File: src/rtl/sram_port_arbiter_if.sv
// ---------------------------------------------------------------------------
// sram_port_arbiter_if
// Bundles the two requester ports and the SRAM macro port of the unified
// instruction/data SRAM arbiter.
//   slave  : the arbiter side. Takes requests and sram_rdata. Drives grants,
//            responses and the SRAM command.
//   master : the surrounding system (fetch unit, memory stage, SRAM macro).
// Signals
//   inst_req/inst_addr                      -> instruction read request
//   inst_gnt/inst_rvalid/inst_rdata         <- instruction grant and response
//   data_req/data_wen/data_addr/data_wdata  -> data request (wen==0 is a read)
//   data_gnt/data_rvalid/data_rdata         <- data grant and response
//   sram_en/sram_wen/sram_addr/sram_wdata   <- SRAM command
//   sram_rdata                              -> SRAM read data (1 cycle latency)
// ---------------------------------------------------------------------------
interface sram_port_arbiter_if #(
    parameter int ADDR_W = 32,
    parameter int DATA_W = 32
);
    localparam int BE_W = DATA_W / 8;

    logic              inst_req;
    logic [ADDR_W-1:0] inst_addr;
    logic              inst_gnt;
    logic              inst_rvalid;
    logic [DATA_W-1:0] inst_rdata;

    logic              data_req;
    logic [BE_W-1:0]   data_wen;
    logic [ADDR_W-1:0] data_addr;
    logic [DATA_W-1:0] data_wdata;
    logic              data_gnt;
    logic              data_rvalid;
    logic [DATA_W-1:0] data_rdata;

    logic              sram_en;
    logic [BE_W-1:0]   sram_wen;
    logic [ADDR_W-1:0] sram_addr;
    logic [DATA_W-1:0] sram_wdata;
    logic [DATA_W-1:0] sram_rdata;

    modport slave (
        input  inst_req, inst_addr,
        input  data_req, data_wen, data_addr, data_wdata,
        input  sram_rdata,
        output inst_gnt, inst_rvalid, inst_rdata,
        output data_gnt, data_rvalid, data_rdata,
        output sram_en, sram_wen, sram_addr, sram_wdata
    );

    modport master (
        output inst_req, inst_addr,
        output data_req, data_wen, data_addr, data_wdata,
        output sram_rdata,
        input  inst_gnt, inst_rvalid, inst_rdata,
        input  data_gnt, data_rvalid, data_rdata,
        input  sram_en, sram_wen, sram_addr, sram_wdata
    );
endinterface

File: src/rtl/sram_port_arbiter.sv
// ---------------------------------------------------------------------------
// sram_port_arbiter
// Shares one single-port synchronous SRAM between the instruction fetch
// requester and the data (memory stage) requester. At most one access is
// granted per cycle, and data has priority. An anti-starvation counter forces
// the instruction side through after STARVE_MAX consecutive data grants taken
// while an instruction request was waiting. The single outstanding read is
// tracked so that its rvalid goes back to the requester that owns it.
//
// Ports
//   clk    : clock, rising edge
//   reset  : asynchronous reset, active-high
//   bus    : sram_port_arbiter_if.slave (requesters + SRAM macro)
//   perf_inst_cnt / perf_data_cnt / perf_conflict_cnt : CNT_W counters,
//            present only when SRAM_ARB_PERF_EN is defined
//
// Configuration macro
//   SRAM_ARB_PERF_EN : adds the grant/conflict performance counters
// ---------------------------------------------------------------------------
module sram_port_arbiter #(
    parameter int ADDR_W     = 32,
    parameter int DATA_W     = 32,
    parameter int STARVE_MAX = 4
`ifdef SRAM_ARB_PERF_EN
    ,
    parameter int CNT_W      = 32
`endif
) (
    input  logic                clk,
    input  logic                reset,
    sram_port_arbiter_if.slave  bus
`ifdef SRAM_ARB_PERF_EN
    ,
    output logic [CNT_W-1:0]    perf_inst_cnt,
    output logic [CNT_W-1:0]    perf_data_cnt,
    output logic [CNT_W-1:0]    perf_conflict_cnt
`endif
);
    localparam int BE_W = DATA_W / 8;
    localparam int SC_W = $clog2(STARVE_MAX + 1);
    localparam logic [SC_W-1:0] STARVE_LIM = SC_W'(STARVE_MAX);

    typedef enum logic [1:0] {
        ST_IDLE    = 2'd0,
        ST_INST_RD = 2'd1,
        ST_DATA_RD = 2'd2
    } rd_state_e;

    rd_state_e         state_r;
    rd_state_e         state_next_s;
    logic [SC_W-1:0]   starve_cnt_r;
    logic              force_inst_s;
    logic              inst_gnt_s;
    logic              data_gnt_s;
    logic              data_rd_s;
    logic [ADDR_W-1:0] sram_addr_s;
    logic [DATA_W-1:0] sram_wdata_s;
    logic [BE_W-1:0]   sram_wen_s;

    // Grant decision: data first, unless the instruction side has starved.
    // Grants are held low throughout reset.
    always_comb begin
        force_inst_s = (starve_cnt_r == STARVE_LIM);
        if (reset) begin
            data_gnt_s = 1'b0;
            inst_gnt_s = 1'b0;
        end else begin
            data_gnt_s = bus.data_req & ~force_inst_s;
            inst_gnt_s = bus.inst_req & (~bus.data_req | force_inst_s);
        end
        data_rd_s = data_gnt_s & (bus.data_wen == {BE_W{1'b0}});
    end

    // SRAM command mux. With no grant the data side address/wdata stay on the bus.
    always_comb begin
        sram_wdata_s = bus.data_wdata;
        if (inst_gnt_s) begin
            sram_addr_s = bus.inst_addr;
            sram_wen_s  = {BE_W{1'b0}};
        end else if (data_gnt_s) begin
            sram_addr_s = bus.data_addr;
            sram_wen_s  = bus.data_wen;
        end else begin
            sram_addr_s = bus.data_addr;
            sram_wen_s  = {BE_W{1'b0}};
        end
        bus.sram_en    = inst_gnt_s | data_gnt_s;
        bus.sram_wen   = sram_wen_s;
        bus.sram_addr  = sram_addr_s;
        bus.sram_wdata = sram_wdata_s;
        bus.inst_gnt   = inst_gnt_s;
        bus.data_gnt   = data_gnt_s;
    end

    // Read-owner state register
    always_ff @(posedge clk or posedge reset) begin
        if (reset) begin
            state_r <= ST_IDLE;
        end else begin
            state_r <= state_next_s;
        end
    end

    // Next read owner depends only on this cycle's grant; writes leave no owner
    always_comb begin
        if (inst_gnt_s) begin
            state_next_s = ST_INST_RD;
        end else if (data_rd_s) begin
            state_next_s = ST_DATA_RD;
        end else begin
            state_next_s = ST_IDLE;
        end
    end

    // Response steering: rvalid follows the owner, rdata is shared and must be qualified
    always_comb begin
        bus.inst_rdata = bus.sram_rdata;
        bus.data_rdata = bus.sram_rdata;
        case (state_r)
            ST_INST_RD: begin
                bus.inst_rvalid = 1'b1;
                bus.data_rvalid = 1'b0;
            end
            ST_DATA_RD: begin
                bus.inst_rvalid = 1'b0;
                bus.data_rvalid = 1'b1;
            end
            default: begin
                bus.inst_rvalid = 1'b0;
                bus.data_rvalid = 1'b0;
            end
        endcase
    end

    // Anti-starvation counter: counts data grants that bypass a waiting inst request, saturating
    always_ff @(posedge clk or posedge reset) begin
        if (reset) begin
            starve_cnt_r <= {SC_W{1'b0}};
        end else if (inst_gnt_s | ~bus.inst_req) begin
            starve_cnt_r <= {SC_W{1'b0}};
        end else if (data_gnt_s & (starve_cnt_r != STARVE_LIM)) begin
            starve_cnt_r <= starve_cnt_r + SC_W'(1);
        end else begin
            starve_cnt_r <= starve_cnt_r;
        end
    end

`ifdef SRAM_ARB_PERF_EN
    logic [CNT_W-1:0] perf_inst_r;
    logic [CNT_W-1:0] perf_data_r;
    logic [CNT_W-1:0] perf_conflict_r;

    // Performance counters; they wrap modulo 2^CNT_W
    always_ff @(posedge clk or posedge reset) begin
        if (reset) begin
            perf_inst_r     <= {CNT_W{1'b0}};
            perf_data_r     <= {CNT_W{1'b0}};
            perf_conflict_r <= {CNT_W{1'b0}};
        end else begin
            perf_inst_r     <= perf_inst_r + (inst_gnt_s ? CNT_W'(1) : CNT_W'(0));
            perf_data_r     <= perf_data_r + (data_gnt_s ? CNT_W'(1) : CNT_W'(0));
            perf_conflict_r <= perf_conflict_r +
                               ((bus.inst_req & bus.data_req) ? CNT_W'(1) : CNT_W'(0));
        end
    end

    assign perf_inst_cnt     = perf_inst_r;
    assign perf_data_cnt     = perf_data_r;
    assign perf_conflict_cnt = perf_conflict_r;
`endif

endmodule

File: src/flat_wrapper.sv
// flat-port wrapper written by rule: the top's interface ports become plain ports
module sram_port_arbiter_flat 
#(
    parameter int ADDR_W     = 32,
    parameter int DATA_W     = 32,
    parameter int STARVE_MAX = 4

)
  (clk, reset, bus_inst_req, bus_inst_addr, bus_data_req, bus_data_wen, bus_data_addr, bus_data_wdata, bus_sram_rdata, bus_inst_gnt, bus_inst_rvalid, bus_inst_rdata, bus_data_gnt, bus_data_rvalid, bus_data_rdata, bus_sram_en, bus_sram_wen, bus_sram_addr, bus_sram_wdata);
  sram_port_arbiter_if #(.ADDR_W(ADDR_W), .DATA_W(DATA_W)) bus_i ();
  input  logic clk;
  input  logic reset;
  input wire logic [$bits(bus_i.inst_req)-1:0] bus_inst_req;
  input wire logic [$bits(bus_i.inst_addr)-1:0] bus_inst_addr;
  input wire logic [$bits(bus_i.data_req)-1:0] bus_data_req;
  input wire logic [$bits(bus_i.data_wen)-1:0] bus_data_wen;
  input wire logic [$bits(bus_i.data_addr)-1:0] bus_data_addr;
  input wire logic [$bits(bus_i.data_wdata)-1:0] bus_data_wdata;
  input wire logic [$bits(bus_i.sram_rdata)-1:0] bus_sram_rdata;
  output wire logic [$bits(bus_i.inst_gnt)-1:0] bus_inst_gnt;
  output wire logic [$bits(bus_i.inst_rvalid)-1:0] bus_inst_rvalid;
  output wire logic [$bits(bus_i.inst_rdata)-1:0] bus_inst_rdata;
  output wire logic [$bits(bus_i.data_gnt)-1:0] bus_data_gnt;
  output wire logic [$bits(bus_i.data_rvalid)-1:0] bus_data_rvalid;
  output wire logic [$bits(bus_i.data_rdata)-1:0] bus_data_rdata;
  output wire logic [$bits(bus_i.sram_en)-1:0] bus_sram_en;
  output wire logic [$bits(bus_i.sram_wen)-1:0] bus_sram_wen;
  output wire logic [$bits(bus_i.sram_addr)-1:0] bus_sram_addr;
  output wire logic [$bits(bus_i.sram_wdata)-1:0] bus_sram_wdata;
  assign bus_i.inst_req = bus_inst_req;
  assign bus_i.inst_addr = bus_inst_addr;
  assign bus_i.data_req = bus_data_req;
  assign bus_i.data_wen = bus_data_wen;
  assign bus_i.data_addr = bus_data_addr;
  assign bus_i.data_wdata = bus_data_wdata;
  assign bus_i.sram_rdata = bus_sram_rdata;
  assign bus_inst_gnt = bus_i.inst_gnt;
  assign bus_inst_rvalid = bus_i.inst_rvalid;
  assign bus_inst_rdata = bus_i.inst_rdata;
  assign bus_data_gnt = bus_i.data_gnt;
  assign bus_data_rvalid = bus_i.data_rvalid;
  assign bus_data_rdata = bus_i.data_rdata;
  assign bus_sram_en = bus_i.sram_en;
  assign bus_sram_wen = bus_i.sram_wen;
  assign bus_sram_addr = bus_i.sram_addr;
  assign bus_sram_wdata = bus_i.sram_wdata;
  sram_port_arbiter #(.ADDR_W(ADDR_W), .DATA_W(DATA_W), .STARVE_MAX(STARVE_MAX)) u_core (.clk(clk), .reset(reset), .bus(bus_i));
endmodule
File: config.mk
export PLATFORM = sky130hd
export DESIGN_NAME = sram_port_arbiter_flat
export DESIGN_NICKNAME = d
export VERILOG_FILES = /design/src/rtl/sram_port_arbiter_if.sv /design/src/rtl/sram_port_arbiter.sv /design/src/flat_wrapper.sv
export SDC_FILE = /design/constraint.sdc
export NUM_CORES = 1
export LEC_CHECK = 0
export ABC_AREA = 1
export CAP_MARGIN = 20
export CORE_AREA = 3 3 103 105
export DETAILED_ROUTE_END_ITERATION = 8
export DIE_AREA = 0 0 106 108
export PLACE_DENSITY_LB_ADDON = 0.05
export SKIP_CTS_REPAIR_TIMING = 1
export SYNTH_ARGS = -nofsm -noshare
export SYNTH_HDL_FRONTEND = slang
export SYNTH_SLANG_ARGS = --single-unit
File: constraint.sdc
create_clock -name clk -period 1.4 [get_ports clk]
set_input_delay 0.28 -clock clk [delete_from_list [all_inputs] [get_ports clk]]
set_output_delay 0.28 -clock clk [all_outputs]
set_load 0.01 [all_outputs]
### Word-level counts from Yosys, hierarchy flattened

Cells that the tools add are included.

| cells by class | value |
|---|---|
| reduce and logical (&&, ||, !) cells | 2 |
| bitwise gates (word level) | 10 |
| add/sub/neg operators | 1 |
| muxes and demuxes | 11 |
| equal/unequal tests | 4 |

Operators by type and width:

| kind | count |
|---|---|
| 32-bit two-way mux | 1 |
| 4-bit two-way mux | 2 |
| 3-bit two-way mux | 2 |
| 1-bit bitwise AND | 4 |
| 4-bit logical NOT | 1 |
| 1-bit two-way mux | 4 |
| 2-bit two-way mux | 2 |
| 3-bit by 1-bit adder with 3-bit output, second input constant | 1 |
| 3-bit == test, second input constant | 1 |
| 3-bit inequality test, second input constant | 1 |
| 1-bit inverter | 3 |
| 1-bit OR | 3 |
| 2-bit by 1-bit == test with 1-bit output, second input constant | 1 |
| 2-bit == test, second input constant | 1 |
| 2-bit nonzero test | 1 |

| word-level totals | value |
|---|---|
| bits of input ports | 136 |
| logic and storage cells | 30 |
| bits in registers | 5 |
| output and inout port bits | 137 |

### Longest topological paths before layout

| depth | value |
|---|---|
| depth after elaboration | 7 |
| depth in mapped cells | 9 |
| mapped depth without buffers | 8 |

### Worst setup path before layout

OpenSTA, ideal clock, no wires.

| timing | value |
|---|---|
| path type | register -> output |
| start point | register u_core.starve_cnt_r[0] |
| end point | output bus_sram_addr[22] |
| path buffers | 1 |
| data required time | 1120 ps |
| setup slack | -41 ps |
| arrival time | 1161 ps |
| cell stages (with the launch flop) | 10 |
| path through | dfrtp_1 -> inv_1 -> ha_1 -> nand2_1 -> nand2_1 -> nand2_4 -> inv_4 -> buf_8 -> nand2_1 -> nand2_1 |

| between the ends | value |
|---|---|
| longest elaborated chain between the ends | 5 |

RTL lines:

| element | RTL line | source |
|---|---|---|
| start, declared | sram_port_arbiter.sv:51 | `logic [SC_W-1:0] starve_cnt_r;` |
| start signal, assigned | sram_port_arbiter.sv:138 | `starve_cnt_r <= {SC_W{1'b0}};` |
| start signal, assigned | sram_port_arbiter.sv:140 | `starve_cnt_r <= {SC_W{1'b0}};` |
| start signal, assigned | sram_port_arbiter.sv:142 | `starve_cnt_r <= starve_cnt_r + SC_W'(1);` |
| 3-bit == test | sram_port_arbiter.sv:63 | `force_inst_s = (starve_cnt_r == STARVE_LIM);` |
| 1-bit OR | sram_port_arbiter.sv:69 | `inst_gnt_s = bus.inst_req & (~bus.data_req \| force_inst_s);` |
| 1-bit bitwise AND | sram_port_arbiter.sv:69 |  |
| 1-bit two-way mux | sram_port_arbiter.sv:64 | `if (reset) begin` |
| via bus_inst_gnt | flat_wrapper.sv:20 | `output wire logic [$bits(bus_i.inst_gnt)-1:0] bus_inst_gnt;` |
| 32-bit two-way mux | sram_port_arbiter.sv:77 | `if (inst_gnt_s) begin` |
| end, declared | flat_wrapper.sv:28 | `output wire logic [$bits(bus_i.sram_addr)-1:0] bus_sram_addr;` |

The timed path passes the listed nets, and every way through them passes these cells.

### Worst setup path in the final report

| timing | value |
|---|---|
| start point | register u_core.starve_cnt_r[0] |
| end point | output bus_sram_addr[23] |

| between the ends | value |
|---|---|
| longest elaborated chain between the ends | 5 |

RTL lines:

| element | RTL line |
|---|---|
| 3-bit == test | sram_port_arbiter.sv:63 |
| 1-bit OR | sram_port_arbiter.sv:69 |
| 1-bit bitwise AND | sram_port_arbiter.sv:69 |
| 1-bit two-way mux | sram_port_arbiter.sv:64 |
| 32-bit two-way mux | sram_port_arbiter.sv:77 |

No other way between the ends.

==> impl_metrics.py <==
metrics = {
    "run_status": {
        "status": "finished with violations",
        "violations": "negative setup slack",
    },
    "drt": {
        "wl_met3_microns": 640,
        "drt_iter0_markers": 41,
        "dr.max_layer_used": "met4",
        "routedWlPerCell_microns": 14.8,
        "wl_met1_mm": 2.00,
        "dr_total_vias": 1468,
        "dr.pass1.iters": 4,
        "dr_wl_met2_mm": 3.28,
        "drc": 0,
        "detail-route-antenna-nets": 0,
        "avgViaCountPerCell": 3.50,
        "drt-total-wl_mm": 6.21,
    },
    "placed_design": {
        "dpl_worst_slack_ns": -0.838,
        "port_buffers": 112,
        "placed_area_sq_um": 2210,
        "place_congestion": 0.651,
        "dp_hpwl_mm": 4.52,
        "place_inst": 404,
    },
    "synth": {
        "synthAdderAreaFrac_pct": 1.71,
        "ys_seq_area_share_pct": 8.53,
        "ys_ff_latch": 5,
        "yosys.area.top_type_share_pct": 49.1,
        "mappedNetlistArea_sq_um": 1470,
        "synth_most_common_cell": "nand2_1",
        "synth_top_cell_by_area": "buf_4",
        "synth_compound_area_share_pct": 1.54,
        "synth_mux_area_share_pct": 0,
        "yosysUniqueCellTypes": 19,
        "synthTopCellsByArea": "buf_4 (49%), nand2_1 (26%), dfrtp_1 (8.5%)",
        "synthSimpleGateAreaFrac_pct": 31.5,
        "ys_top_cells_by_count": "nand2_1 (102), buf_4 (96), inv_1 (12)",
        "synth_edf_count": 0,
        "synth_flop_cell": "dfrtp_1",
        "synth_top_family_by_area": "buffers and inverters",
        "synth_xor_area_share_pct": 0,
        "syn_avg_cell_area_sq_um": 6.01,
        "netlist_instances": 244,
        "async_reset_ff_share_pct": 100,
        "yosysWarningCount": 0,
        "synth.net_count": 382,
    },
    "setup_path": {
        "rrSetupSlack_ns": -0.02,
        "crit_slowest_cell": "dfrtp_1",
        "crit_cells": 10,
        "arrival_ns": 1.55,
        "reg2reg_to": "u_core.starve_cnt_r[0]",
        "required_ns": 1.12,
        "path_delay_family": "buffers and inverters",
        "reg2regPathDepth": 8,
        "critical_path.endpoint_type": "output pin",
        "cp-start-kind": "flip-flop",
        "cpPeakStageDelay_ns": 0.38,
        "path_cells": "inv_2, ha_4, nand2_4, nand2_4, nand2_8, clkinv_8, clkbuf_16, nand2_2, nand2_2, buf_2",
        "cp_num_buf_inv": 4,
        "reg2reg_from": "u_core.starve_cnt_r[0]",
        "crit_type": "reg -> out",
        "crit_fanout": 7,
    },
    "sta": {
        "slew-limit-headroom_pct": 85.6,
        "period_share_pct": 131,
        "postLayoutSetupSlackWorst_ns": -0.431,
        "finClkSkew_ns": 0.00182,
        "worstMarginPinSlew_ns": 0.216,
        "drv_slew": 0,
        "tns_ns": -14.91,
        "min_period_ns": 1.83,
        "fmaxAchievable_ghz": 0.546,
        "setup_viol": 40,
        "timing.final.hold_violations": 0,
        "rsz0062_at_grt": "yes",
    },
    "clock_tree": {
        "cts_sinks": 5,
        "h-tree-depth": 1,
        "clock-root-buffer": "clkbuf_8",
        "cts_tree": "yes",
        "cts_max_path_buffers": 2,
        "insertion_delay_ns": 0.22,
        "cts.clk_slew.worst_paths_ns": 0.04,
        "cts_inserted_buffers": 3,
    },
    "worst_hold_path": {
        "hp-class": "in -> async",
    },
    "floorplan": {
        "die_h_microns": 108,
        "die_w_microns": 106,
        "io_pins": 273,
        "placementRows": 36,
        "initial_core_util_pct": 15.1,
        "coreArea_sq_um": 9730,
        "dieArea_sq_um": 11400,
    },
    "pwr": {
        "vdd_ir_drop_max_mv": 0.127,
        "power.density_cell_area_nw_per_um2": 433,
        "power_leakage_nw": 1.36,
    },
    "grt": {
        "grt_max_degree": 24,
        "grt_pass1_vias": 1444,
        "grt_remaining_overflow": 0,
        "grt_usage_pct": 8.77,
        "grt_pass1_wl_mm": 7.86,
        "antenna_found_initial": 0,
    },
    "layout": {
        "fin_nets": 426,
        "final_cell_area_sq_um": 2580,
        "area_delta_synth_final_pct": 75.8,
        "final_cells": 420,
        "utilization_pct": 26.5,
        "insertedDiodeCount": 0,
        "drive_gt1_share_pct": 47.4,
    },
    "flow_run": {
        "maxCapViolations": 0,
    },
}
-- layer usage --
metal | GRT usage (%) | vias up
met5 | 0 | -
met4 | 6.11 | 0
met3 | 2.99 | 38
met2 | 15.8 | 91
met1 | 8.41 | 619
li1 | - | 720
-- area by class of cell --
| type | count | area [sq um] |
|---|---|---|
| fill | 1090 | 7150 |
| inverter | 14 | 65.1 |
| timing repair buffer | 141 | 1410 |
| sequential | 5 | 125 |
| tap | 133 | 166 |
| clock buffer | 4 | 45.0 |
| multi-input combinational | 123 | 763 |
-- stage by stage --
stage	hold WS (ns)	power, W
floorplan	0.0842	0.000624
global route	0.359	0.00119
global placement	0.560	0.000773
finish	0.315	0.00112
detailed placement	0.560	0.000766
CTS	0.560	0.00104
-- power by group --
part / total [W] / internal, W / switching, W / leakage (nW)
clock network: 0.000271 / 0.000196 / 0.0000753 / 0.0228
registers: 0.000152 / 0.000150 / 0.00000251 / 0.0684
logic: 0.000692 / 0.000418 / 0.000274 / 1.27
-- worst max-delay path by stage --
stage	start	to	slack, ns
6_report	u_core.starve_cnt_r[0]	bus_sram_addr[23]	-0.43
3_3_place_gp	reset	bus_sram_addr[16]	-0.83
2_1_floorplan	u_core.starve_cnt_r[1]	bus_sram_addr[22]	-0.004
3_5_place_dp	bus_inst_req	bus_sram_addr[16]	-0.84
4_1_cts	bus_inst_req	bus_sram_addr[16]	-0.85
5_1_grt	u_core.starve_cnt_r[0]	bus_sram_addr[4]	-0.50
-- cell usage in the layout (no fill, tap or decap), types with 3 or more instances in the layout --
master and n:
nor2_1 7, buf_2 11, dlymetal6s2s_1 5, clkbuf_2 6, nand2_1 48, clkdlybuf4s50_1 68
buf_12 3, inv_1 9, nand2_2 38, buf_6 23, nand3_1 3, buf_4 20
clkbuf_8 3, inv_2 4, dfrtp_1 5, clkbuf_16 4, nand2_4 16
-- worst register-to-register path, cell delays in order (launching register included) --
cell     delay, ns
dfrtp_1       0.35
inv_2         0.06
ha_4          0.16
buf_4         0.13
a21oi_4       0.17
nand2_4       0.11
buf_4         0.14
buf_4         0.12
a21oi_2       0.11
-- logic make-up (layout without fill, tap and decap cells) --
kind of cell | Yosys count | after routing
adder cells (fa/ha/maj) | 2 | 2
AND/OR/NAND/NOR | 117 | 117
AO/OA/AOI/OAI | 4 | 4
buffers and inverters | 116 | 159
flip-flops | 5 | 5
-- flip-flops by register name (all words and copies together), names as in the netlist --
| name | cells |
|---|---|
| u_core.state_r | 2 |
| u_core.starve_cnt_r | 3 |
(Power assumes the default switching activity.)
